### src/rtl/alu_pkg.sv
// Shared opcode / function-code definitions for the execute-stage ALU.
package alu_pkg;

    // OpCode that selects an R-type operation through FuncCode
    localparam logic [3:0] OP_RTYPE = 4'h0;

    // R-type function codes
    localparam logic [3:0] FN_ADD = 4'd0;
    localparam logic [3:0] FN_SUB = 4'd1;
    localparam logic [3:0] FN_MUL = 4'd2;
    localparam logic [3:0] FN_DIV = 4'd3;
    localparam logic [3:0] FN_AND = 4'd4;
    localparam logic [3:0] FN_OR  = 4'd5;
    localparam logic [3:0] FN_SLL = 4'd8;
    localparam logic [3:0] FN_SRL = 4'd9;
    localparam logic [3:0] FN_ROL = 4'd10;
    localparam logic [3:0] FN_ROR = 4'd11;

    // Shifter mode: the low two FuncCode bits of the shift/rotate group
    typedef enum logic [1:0] {
        SH_SLL = 2'd0,
        SH_SRL = 2'd1,
        SH_ROL = 2'd2,
        SH_ROR = 2'd3
    } shift_e;

endpackage

### src/rtl/alu16_shifter.sv
// Combinational barrel shifter/rotator: SLL, SRL, ROL, ROR by 0-15.
module alu16_shifter
    import alu_pkg::*;
#(
    parameter int WIDTH = 16
) (
    input  logic [WIDTH-1:0] a,
    input  logic [3:0]       amt,
    input  shift_e           mode,
    output logic [WIDTH-1:0] y
);

    logic             dir_right;
    logic             rotate;
    logic [WIDTH-1:0] v;
    logic [2*WIDTH-1:0] dbl;

    function automatic logic [WIDTH-1:0] bit_reverse(input logic [WIDTH-1:0] x);
        logic [WIDTH-1:0] r;
        r = '0;
        for (int unsigned i = 0; i < WIDTH; i++) begin
            r[i] = x[WIDTH-1-i];
        end
        return r;
    endfunction

    assign dir_right = (mode == SH_SRL) || (mode == SH_ROR);
    assign rotate    = (mode == SH_ROL) || (mode == SH_ROR);

    // Right-direction ops run through the left-direction stages on a bit-reversed word
    always_comb begin
        dbl = '0;
        v   = dir_right ? bit_reverse(a) : a;
        for (int unsigned k = 0; k < 4; k++) begin
            if (amt[k]) begin
                dbl = {v, v} << (1 << k);
                v   = rotate ? dbl[2*WIDTH-1:WIDTH] : (v << (1 << k));
            end
        end
        y = dir_right ? bit_reverse(v) : v;
    end

endmodule

### src/rtl/alu16.sv
// 16-bit signed execute-stage ALU with registered results, flags and stall hold.
module alu16
    import alu_pkg::*;
#(
    parameter int WIDTH = 16
) (
    input  logic             clk,
    input  logic             rst_n,
    input  logic [3:0]       OpCode,
    input  logic [3:0]       FuncCode,
    input  logic [3:0]       RegOp2,
    input  logic             stall,
    input  logic [WIDTH-1:0] A,
    input  logic [WIDTH-1:0] B,
    output logic [WIDTH-1:0] ALUOut1,
    output logic [WIDTH-1:0] ALUOut2,
    output logic             Zero,
    output logic             Sign,
    output logic             Overflow,
    output logic             DivByZero
);

    localparam logic [WIDTH-1:0] MIN_NEG = {1'b1, {(WIDTH-1){1'b0}}};

    logic [3:0]               fn;
    logic [WIDTH-1:0]         sum;
    logic [WIDTH-1:0]         diff;
    logic signed [2*WIDTH-1:0] prod;
    logic [WIDTH-1:0]         divisor;
    logic signed [WIDTH-1:0]  quot;
    logic signed [WIDTH-1:0]  rem;
    logic [WIDTH-1:0]         sh_y;

    logic [WIDTH-1:0] res1;
    logic [WIDTH-1:0] res2;
    logic             zf;
    logic             sf;
    logic             of;
    logic             dz;

    alu16_shifter #(.WIDTH(WIDTH)) u_shifter (
        .a    (A),
        .amt  (RegOp2),
        .mode (shift_e'(FuncCode[1:0])),
        .y    (sh_y)
    );

    assign fn      = (OpCode == OP_RTYPE) ? FuncCode : FN_ADD;
    assign sum     = A + B;
    assign diff    = A - B;
    assign prod    = $signed(A) * $signed(B);
    // Divisor forced to 1 on B == 0 so the divider never sees zero; result is discarded
    assign divisor = (B == '0) ? {{(WIDTH-1){1'b0}}, 1'b1} : B;
    assign quot    = $signed(A) / $signed(divisor);
    assign rem     = $signed(A) % $signed(divisor);

    // Operation select and flag generation
    always_comb begin
        res1 = '0;
        res2 = '0;
        of   = 1'b0;
        dz   = 1'b0;
        case (fn)
            FN_ADD: begin
                res1 = sum;
                of   = (A[WIDTH-1] == B[WIDTH-1]) && (sum[WIDTH-1] != A[WIDTH-1]);
            end
            FN_SUB: begin
                res1 = diff;
                of   = (A[WIDTH-1] != B[WIDTH-1]) && (diff[WIDTH-1] != A[WIDTH-1]);
            end
            FN_MUL: begin
                res1 = prod[WIDTH-1:0];
                res2 = prod[2*WIDTH-1:WIDTH];
            end
            FN_DIV: begin
                if (B == '0) begin
                    dz = 1'b1;
                end else if ((A == MIN_NEG) && (B == '1)) begin
                    res1 = MIN_NEG;
                    of   = 1'b1;
                end else begin
                    res1 = quot;
                    res2 = rem;
                end
            end
            FN_AND: res1 = A & B;
            FN_OR:  res1 = A | B;
            FN_SLL, FN_SRL, FN_ROL, FN_ROR: res1 = sh_y;
            default: ;
        endcase
        zf = (fn == FN_MUL) ? (prod == '0) : (res1 == '0);
        sf = (fn == FN_MUL) ? prod[2*WIDTH-1] : res1[WIDTH-1];
    end

    // Output registers: reset wins over stall, stall holds everything
    always_ff @(posedge clk) begin
        if (!rst_n) begin
            ALUOut1   <= '0;
            ALUOut2   <= '0;
            Zero      <= 1'b0;
            Sign      <= 1'b0;
            Overflow  <= 1'b0;
            DivByZero <= 1'b0;
        end else if (!stall) begin
            ALUOut1   <= res1;
            ALUOut2   <= res2;
            Zero      <= zf;
            Sign      <= sf;
            Overflow  <= of;
            DivByZero <= dz;
        end
    end

endmodule

### config.mk
export PLATFORM = sky130hd
export DESIGN_NAME = alu16
export DESIGN_NICKNAME = d
export VERILOG_FILES = /design/src/rtl/alu_pkg.sv /design/src/rtl/alu16_shifter.sv /design/src/rtl/alu16.sv
export SDC_FILE = /design/constraint.sdc
export NUM_CORES = 1
export LEC_CHECK = 0
export BUFFER_PORTS_ARGS = -buffer_cell sky130_fd_sc_hd__clkbuf_2
export CAP_MARGIN = 10
export CORE_AREA = 2 2 206 208
export DETAILED_ROUTE_END_ITERATION = 10
export DIE_AREA = 0 0 208 210
export GPL_TIMING_DRIVEN = 0
export PLACE_DENSITY = 0.76
export SLEW_MARGIN = 20
export SYNTH_ARGS = -nofsm -noshare
export SYNTH_HDL_FRONTEND = slang
export SYNTH_SLANG_ARGS = --single-unit
### constraint.sdc
create_clock -name clk -period 60.4 [get_ports clk]
set_input_delay 3.02 -clock clk [delete_from_list [all_inputs] [get_ports clk]]
set_output_delay 3.02 -clock clk [all_outputs]
set_load 0.02 [all_outputs]
### Word-level counts from Yosys, hierarchy flattened

Cells that the tools add are included.
Widths: inputs -> output; s select.

* $add $sub $neg: 2
* $mul: 1
* divide/modulo/power cells: 2
* eq/ne operators: 18
* muxes and demuxes: 25
* bitwise operators: 2
* reduce and logical (&&, ||, !) cells: 11

Operators by type and width (number)
* $mux 16: 11
* $pmux 16 s7: 1
* $eq 16x16->1 const B: 2
* $logic_not 16->1: 2
* $logic_not 32->1: 1
* $mul 16x16->32: 1
* $pmux 16 s2: 1
* $add 16x16->16: 1
* $and 16x16->16: 1
* $div 16x16->16: 1
* $eq 4x4->1 const B: 4
* $mod 16x16->16: 1
* $or 16x16->16: 1
* $sub 16x16->16: 1
* $eq 4x2->1 const B: 2
* $eq 4x3->1 const B: 2
* $logic_not 4->1: 2
* $mux 4: 2
* $mux 8: 1
* $mux 1: 7
* $eq 2x2->1 const B: 2
* $eq 4x1->1 const B: 1
* $reduce_or 4->1: 1
* $logic_and 1x1->1: 3
* 6 further kinds: 9

* flip-flop bits (word level): 36
* input port bits: 47

### Longest topological paths before layout

Gate-level depths: netlist (run 1).

* depth after elaboration: 15
* mapped depth: 158
* depth with buffers taken out: 147

### Cells and area by module

Synthesis (run 1) repeated with hierarchy kept, for this count alone.

* cell total of the unflattened synthesis: 3208
* area total of the unflattened synthesis: 24762.5 um^2

Modules (own cells, without submodules)
* alu16: instances 1, cells each 2972, area each 22823.1 um^2, seq. area each 720.7 um^2
* alu16_shifter: instances 1, cells each 236, area each 1939.4 um^2, seq. area each 0.0 um^2

### Least setup slack after synthesis (run 1)

No wires, ideal clock.

* kind: in2reg
* start point: input B[9]
* end point: register ALUOut2[10]
* library setup time: 0.120 ns
* data arrival time: 34.919 ns
* required time: 60.280 ns
* slack: 25.361 ns
* stages on the path: 140
* cell sequence: buf_2 or4_4 nor3_1 nand3_1 nand2_1 inv_1 ha_1 nor4bb_1 a211oi_1 nand2_1 nor3_1 nand2_1 nand2_1 o21ai_0 ha_1 o21a_1 o21ai_0 nor2_1 [104 not listed] ha_1 nor2b_1 o31ai_1 a211o_1 o211ai_1 a31o_2 clkbuf_1 clkinv_1 clkbuf_1 buf_2 a21oi_1 ha_1 inv_1 or4b_4 o31ai_2 xnor2_1 a211oi_1 nor2_1

* word-level cells in the longest chain between the ends: 6
* elaborated cells between the ends (all ways): 9
* classes of those cells: 1 x mul; 1 x div; 1 x eq/ne; 4 x mux; 2 x reduce/logical

RTL lines
* from (decl): RTL line alu16.sv:14 `input logic [WIDTH-1:0] B,`
* $logic_not 16->1: RTL line alu16.sv:53, alu16.sv:77
* $mux 16: RTL line alu16.sv:53 `assign divisor = (B == '0) ? {{(WIDTH-1){1'b0}}, 1'b1} : B;`
* $mod 16x16->16: RTL line alu16.sv:55 `assign rem = $signed(A) % $signed(divisor);`
* $mux 16: RTL line alu16.sv:79 `end else if ((A == MIN_NEG) && (B == '1)) begin`
* $mux 16: RTL line alu16.sv:77 `if (B == '0) begin`
* $pmux 16 s2 *: RTL line alu16.sv:63 `case (fn)`
* to (signal assigned): RTL line alu16.sv:107 `ALUOut2 <= res2;`
* to (decl): RTL line alu16.sv:16 `output logic [WIDTH-1:0] ALUOut2,`

Mark *: on every way between the ends. The rest lies on a longest branch, timed or not.
A chain may end at the register's enable or synchronous reset.

### Final worst setup path (run 1)

* start point: input B[5]
* end point: register Zero

* word-level cells in the longest chain between the ends: 8
* elaborated cells between the ends (all ways): 16
* classes of those cells: 2 x add/sub; 1 x mul; 1 x div; 1 x eq/ne; 5 x mux; 2 x bitwise; 4 x reduce/logical

RTL lines
* $logic_not 16->1: RTL line alu16.sv:53, alu16.sv:77
* $mux 16: RTL line alu16.sv:53
* $div 16x16->16: RTL line alu16.sv:54 `assign quot = $signed(A) / $signed(divisor);`
* $mux 16: RTL line alu16.sv:79
* $mux 16: RTL line alu16.sv:77
* $pmux 16 s7: RTL line alu16.sv:63
* $logic_not 16->1: RTL line alu16.sv:92 `zf = (fn == FN_MUL) ? (prod == '0) : (res1 == '0);`
* $mux 1 *: RTL line alu16.sv:92
* to (signal assigned): RTL line alu16.sv:108 `Zero <= zf;`
* to (decl): RTL line alu16.sv:17 `output logic Zero,`

Marked as above.

==> results of run 1 <==
worst max-delay path, delay by kind of cell:
kind                     cells  cell delay, ns
AO/OA/AOI/OAI               68           20.21
XOR/XNOR                     2            0.94
adder cells (fa/ha/maj)     17            5.79
buffers and inverters       17            6.47
multiplexers                 2            0.25
AND/OR/NAND/NOR             41           10.81
metal layers:
| metal | share of wire, % | vias to the layer above |
|---|---|---|
| met2 | 41 | 1879 |
| met4 | 5.0 | 10 |
| met5 | 0.065 | - |
| met1 | 39 | 12700 |
| met3 | 14 | 361 |
| li1 | - | 11500 |
Yosys cell counts, types with 19 or more instances:
master    number
nand2_1      361
inv_1        353
nor2_1       329
ha_1         271
fa_1         265
a21oi_1      196
o21ai_0      136
xnor2_1      116
clkbuf_1      91
nor3_1        89
nand3_1       68
xor2_1        51
a21o_1        47
a211oi_1      41
o21a_1        41
dfxtp_1       36
nand4_1       36
a31oi_1       32
mux2i_1       32
or3_1         26
buf_1         25
o211ai_1      25
a221oi_1      23
o31ai_1       23
mux2_2        22
nor2b_1       22
o221ai_1      21
or2_2         21
nand2b_1      20
nor4_1        19
cell families after synthesis:
logic type	after synthesis
adders and majority gates	536
and+or+nand+nor	1092
xor gates and xnor gates	167
buffers and inverters	507
muxes	73
DFF	36
AOI/OAI and AO/OA	796
registers in the layout, indices dropped and copies added (netlist names):
signal     cells
DivByZero      1
Sign           1
Zero           1
ALUOut1       16
Overflow       1
ALUOut2       16
cell type report:
class | count | area, sq um | share of cell area [%]
clock inverters | 3 | 42.5 | 0.164
plain buffers | 137 | 589 | 2.27
well taps | 539 | 674 | 2.60
diodes | 1 | 2.50 | 0.00964
multi-input cells | 2664 | 22000 | 84.5
repair buffers | 85 | 477 | 1.84
flip-flops and latches | 36 | 721 | 2.77
inverters | 370 | 1390 | 5.35
clock buffers | 5 | 125 | 0.482
worst paths after layout:
kind,startpoint,end
max,B[5],Zero
min,ALUOut1[8],ALUOut1[8]
max reg2reg,ALUOut2[12],ALUOut2[12]
min reg2reg,ALUOut1[8],ALUOut1[8]
metrics by stage:
stage	utilization (%)	cells	hold WS, ns
after global placement	61.8	3826	0.449
after global routing	62.6	3839	0.493
final	62.6	3840	0.463
after CTS	62.6	3839	0.462
after floorplan	-	3207	0.530
after detailed placement	62.2	3831	0.450
==> impl_metrics.env, run 1 <==
export IMPL_status="finished clean"
export IMPL_seq_area_frac_synth_pct=2.94
export IMPL_place_congestion=1.11
export IMPL_die_area_sq_um=43700
export IMPL_final_hold_violation_count=0
export IMPL_placed_area_sq_um=25800
export IMPL_path_clk_slew_ns=0.06
export IMPL_syn_cell_area_sq_um=24600
export IMPL_synthXorXnorAreaFrac_pct=5.96
export IMPL_yosys_warnings=0
export IMPL_cpPeakStageDelay_ns=1.07
export IMPL_synthAdderAreaFrac_pct=35.4
export IMPL_port_buffers=80
export IMPL_fin_crit_sh_pct=78.5
export IMPL_start_util_pct=59.2
export IMPL_core_area_sq_um=41500
export IMPL_async_reset_ff_share_pct=0
export IMPL_critPathMaxFanout=16
export IMPL_critPathMostFrequentCell="ha_1"
export IMPL_synth_top_cell_by_area="fa_1"
export IMPL_worstSetupStartpointType="input port"
export IMPL_wl_per_cell_microns=25.5
export IMPL_finalSetupViolCount=0
export IMPL_cts_sinks=36
export IMPL_antenna_found_initial=7
export IMPL_clock_fmax_mhz=21.1
export IMPL_clock_latency_ns=0.28
export IMPL_vias_per_cell=6.87
export IMPL_synth_compound_area_share_pct=22.8
export IMPL_totalWireLength_microns=98100
export IMPL_vias=26400
export IMPL_r2r_setup_slack_ns=59.52
export IMPL_synth_edf_count=0
export IMPL_grt_pass1_vias=25900
export IMPL_ys_flop_type="dfxtp_1"
export IMPL_final_cell_mix="nand2_1 (361), inv_1 (353), nor2_1 (329)"
export IMPL_slew_headroom_pct=21.7
export IMPL_syn_nets=3790
export IMPL_layout_drive_gt1_share_pct=7.94
export IMPL_fp_dieH_microns=210
export IMPL_area_delta_synth_final_pct=5.78
export IMPL_cts_made_buffers=5
export IMPL_clock_skew_ns=0
export IMPL_synth_area_per_cell_sq_um=7.66
export IMPL_place_ws_ns=15.14
export IMPL_die_width_microns=208
export IMPL_grt_max_degree=17
export IMPL_design_area_sq_um=26000
export IMPL_holdBufCountCts=0
export IMPL_worstHoldPathType="reg2reg"
export IMPL_synth_simple_area_share_pct=20.8
export IMPL_clockBufferDepth=2
export IMPL_grt_pass1_wl_microns=151000
export IMPL_path_class="in2reg"
export IMPL_synth_top_family_by_area="adder cells"
export IMPL_hpwl_microns=81000
export IMPL_htree_levels=2
export IMPL_fillers=3761
export IMPL_endpoint_kind="register"
export IMPL_nets=3882
export IMPL_ioPinCount=83
export IMPL_grt_use_met1_pct=60.4
export IMPL_finalCriticalPeriod_ns=47.40
export IMPL_post_cts_buffers=0
export IMPL_synth_top_cell_area_share_pct=21.6
export IMPL_finalSetupTns_ns=0
export IMPL_whs_path_depth=2
export IMPL_drtIter0Drc=3421
export IMPL_grt_overflow_total=0
export IMPL_reg2reg_depth=3
export IMPL_crit_slowest_cell="a2111oi_0"
export IMPL_antenna_left=0
export IMPL_track_usage_pct=44.5
export IMPL_ys_types=118
export IMPL_post_route_drc_count=0
export IMPL_top_usage_layer="met2"
export IMPL_fp_row_count=75
export IMPL_ys_seq_elements=36
export IMPL_syn_inst=3207
export IMPL_grt_use_met3_pct=12.8
export IMPL_rsz0062_at_grt="false"
export IMPL_worst_pin_slew_ns=1.14
export IMPL_crit_required_ns=60.60
export IMPL_drt_first_pass_iters=8
export IMPL_cap_viol_max_count=0
export IMPL_drv_slew=0
export IMPL_synth_mux_area_share_pct=4.03
export IMPL_cts_tree="built"
export IMPL_clock_root_buffer="clkbuf_16"
export IMPL_setup_ws_ns=13.00
export IMPL_arrival_ns=47.60
export IMPL_yosys_top_cells_area="fa_1 (22%), ha_1 (14%), nand2_1 (5.5%)"
export IMPL_grt_util_met2_pct=65.7
export IMPL_final_common_cell="nand2_1"
export IMPL_post_cts_resized=0
Power of run 1 is left out: the tool's default activity adds up to more than one toggle a clock period on the data nets, which glitch-free logic cannot reach.
==> inputs of run 2 (changes only) <==
--- a/config.mk
+++ b/config.mk
@@ -11,7 +11,7 @@
 export DETAILED_ROUTE_END_ITERATION = 10
 export DIE_AREA = 0 0 208 210
 export GPL_TIMING_DRIVEN = 0
-export PLACE_DENSITY = 0.76
+export PLACE_DENSITY = 0.79
 export SLEW_MARGIN = 20
 export SYNTH_ARGS = -nofsm -noshare
 export SYNTH_HDL_FRONTEND = slang
==> constraint.sdc (replaced) <==
create_clock -name clk -period 41.8 [get_ports clk]
set_input_delay 2.09 -clock clk [delete_from_list [all_inputs] [get_ports clk]]
set_output_delay 2.09 -clock clk [all_outputs]
set_load 0.02 [all_outputs]
==> impl_metrics.env, run 2 (same netlist as run 1, synthesis figures left out) <==
export IMPL_status="finished, violations left"
export IMPL_violations="DRC"
export IMPL_crit_family="compound AO/OA/AOI/OAI gates"
export IMPL_finalCriticalPeriod_ns=40.29
export IMPL_grt_overflow_total=0
export IMPL_critPathMaxFanout=10
export IMPL_path_buf_inv=14
export IMPL_antenna_left=0
export IMPL_antenna_found_initial=5
export IMPL_die_area_sq_um=43700
export IMPL_final_hold_violation_count=0
export IMPL_fp_row_count=75
export IMPL_fillers=3652
export IMPL_clock_root_buffer="clkbuf_16"
export IMPL_fin_crit_sh_pct=96.4
export IMPL_crit_required_ns=41.99
export IMPL_place_ws_ns=-2.79
export IMPL_htree_levels=2
export IMPL_setup_ws_ns=1.51
export IMPL_worst_pin_slew_ns=1.19
export IMPL_hpwl_microns=81800
export IMPL_arrival_ns=40.48
export IMPL_cts_tree="built"
export IMPL_area_delta_synth_final_pct=6.86
export IMPL_start_util_pct=59.2
export IMPL_cts_sinks=36
export IMPL_crit_slowest_cell="clkdlybuf4s15_1"
export IMPL_layout_drive_gt1_share_pct=9.07
export IMPL_wl_per_cell_microns=25.7
export IMPL_finalSetupViolCount=0
export IMPL_worstHoldPathType="reg2reg"
export IMPL_clock_fmax_mhz=24.8
export IMPL_cpPeakStageDelay_ns=0.82
export IMPL_path_clk_slew_ns=0.06
export IMPL_finalSetupTns_ns=0
export IMPL_worstSetupStartpointType="input port"
export IMPL_place_congestion=1.05
export IMPL_placed_area_sq_um=25800
export IMPL_nets=3888
export IMPL_final_cell_mix="nand2_1 (360), inv_1 (352), nor2_1 (326)"
export IMPL_core_area_sq_um=41500
export IMPL_path_class="in2reg"
export IMPL_regArea_sq_um=721
export IMPL_fp_dieH_microns=210
export IMPL_die_width_microns=208
export IMPL_final_common_cell="nand2_1"
export IMPL_drv_slew=0
export IMPL_slew_headroom_pct=19.7
export IMPL_clockBufferDepth=2
export IMPL_ioPinCount=83
export IMPL_port_buffers=80
export IMPL_endpoint_kind="register"
export IMPL_track_usage_pct=44.2
export IMPL_holdBufCountCts=0
export IMPL_reg_top3="ALUOut1: 16 flops, ALUOut2: 16 flops"
export IMPL_vias_per_cell=6.87
export IMPL_grt_max_degree=16
export IMPL_drt_first_pass_iters=7
export IMPL_clock_latency_ns=0.28
export IMPL_vias=26400
export IMPL_totalWireLength_microns=98700
export IMPL_grt_pass1_vias=25400
export IMPL_critPathMostFrequentCell="ha_1"
export IMPL_cap_viol_max_count=0
export IMPL_cts_made_buffers=5
export IMPL_drtIter0Drc=3334
export IMPL_clock_skew_ns=0
export IMPL_design_area_sq_um=26200
export IMPL_post_route_drc_count=1
export IMPL_grt_pass1_wl_microns=149000
export IMPL_multiInputGateArea_sq_um=22100
run 2: cell types whose count changed in the layout (fill, tap and decap cells not counted), sizes merged:
cell / change
clkinv: -1
inv: -1
diode: +2
buf: +5
clkinvlp: +3
clkdlybuf4s15: +1
bufinv: -1
run 2: cell type report:
class / count / share of cell area [%]
antenna: 3 / 0.0286
buffer: 136 / 2.30
clock buffer: 5 / 0.477
clock inverter: 3 / 0.0906
inverter: 370 / 5.32
multi-input combinational: 2664 / 84.4
sequential: 36 / 2.75
tap: 539 / 2.57
timing repair buffer: 92 / 2.05
run 2: routing by layer:
layer	vias to the layer above	track usage, %	wire (microns)
li1	11500	-	-
met1	12700	61.1	39500
met2	1826	65.5	41000
met3	415	11.4	12900
met4	4	19.1	5320
met5	-	0	44
run 2: final timing paths:
check	startpoint	to	slack, ns	depth (start not counted)
max	B[1]	Zero	1.51	143
min	ALUOut1[0]	ALUOut1[0]	0.47	2
max reg2reg	Zero	Zero	40.91	3
min reg2reg	ALUOut1[0]	ALUOut1[0]	0.47	2
run 2: timing repair:
action | 4_1_cts | 5_1_grt
setup endpoints to repair | 33 | 34
hold endpoints to repair | 0 | 0
setup buffers | 1 | 3
gates cloned | 0 | 0
resized for setup | 16 | 38
pin swaps | 0 | 3
run 2: worst reg2reg max path: stages (launching register included):
cell and delay [ns]:
dfxtp_1 0.33, and3_1 0.17, a21oi_1 0.16, o31ai_1 0.11
run 2: stage by stage:
stage                     hold slack (ns)  utilization [%]  std cells
final                               0.473             63.3       3848
after CTS                           0.472             62.8       3843
after floorplan                     0.530                -       3207
after detailed placement            0.457             62.3       3834
after global routing                0.492             63.2       3845
after global placement              0.442             61.8       3826
Power of run 2 is left out for the same reason.
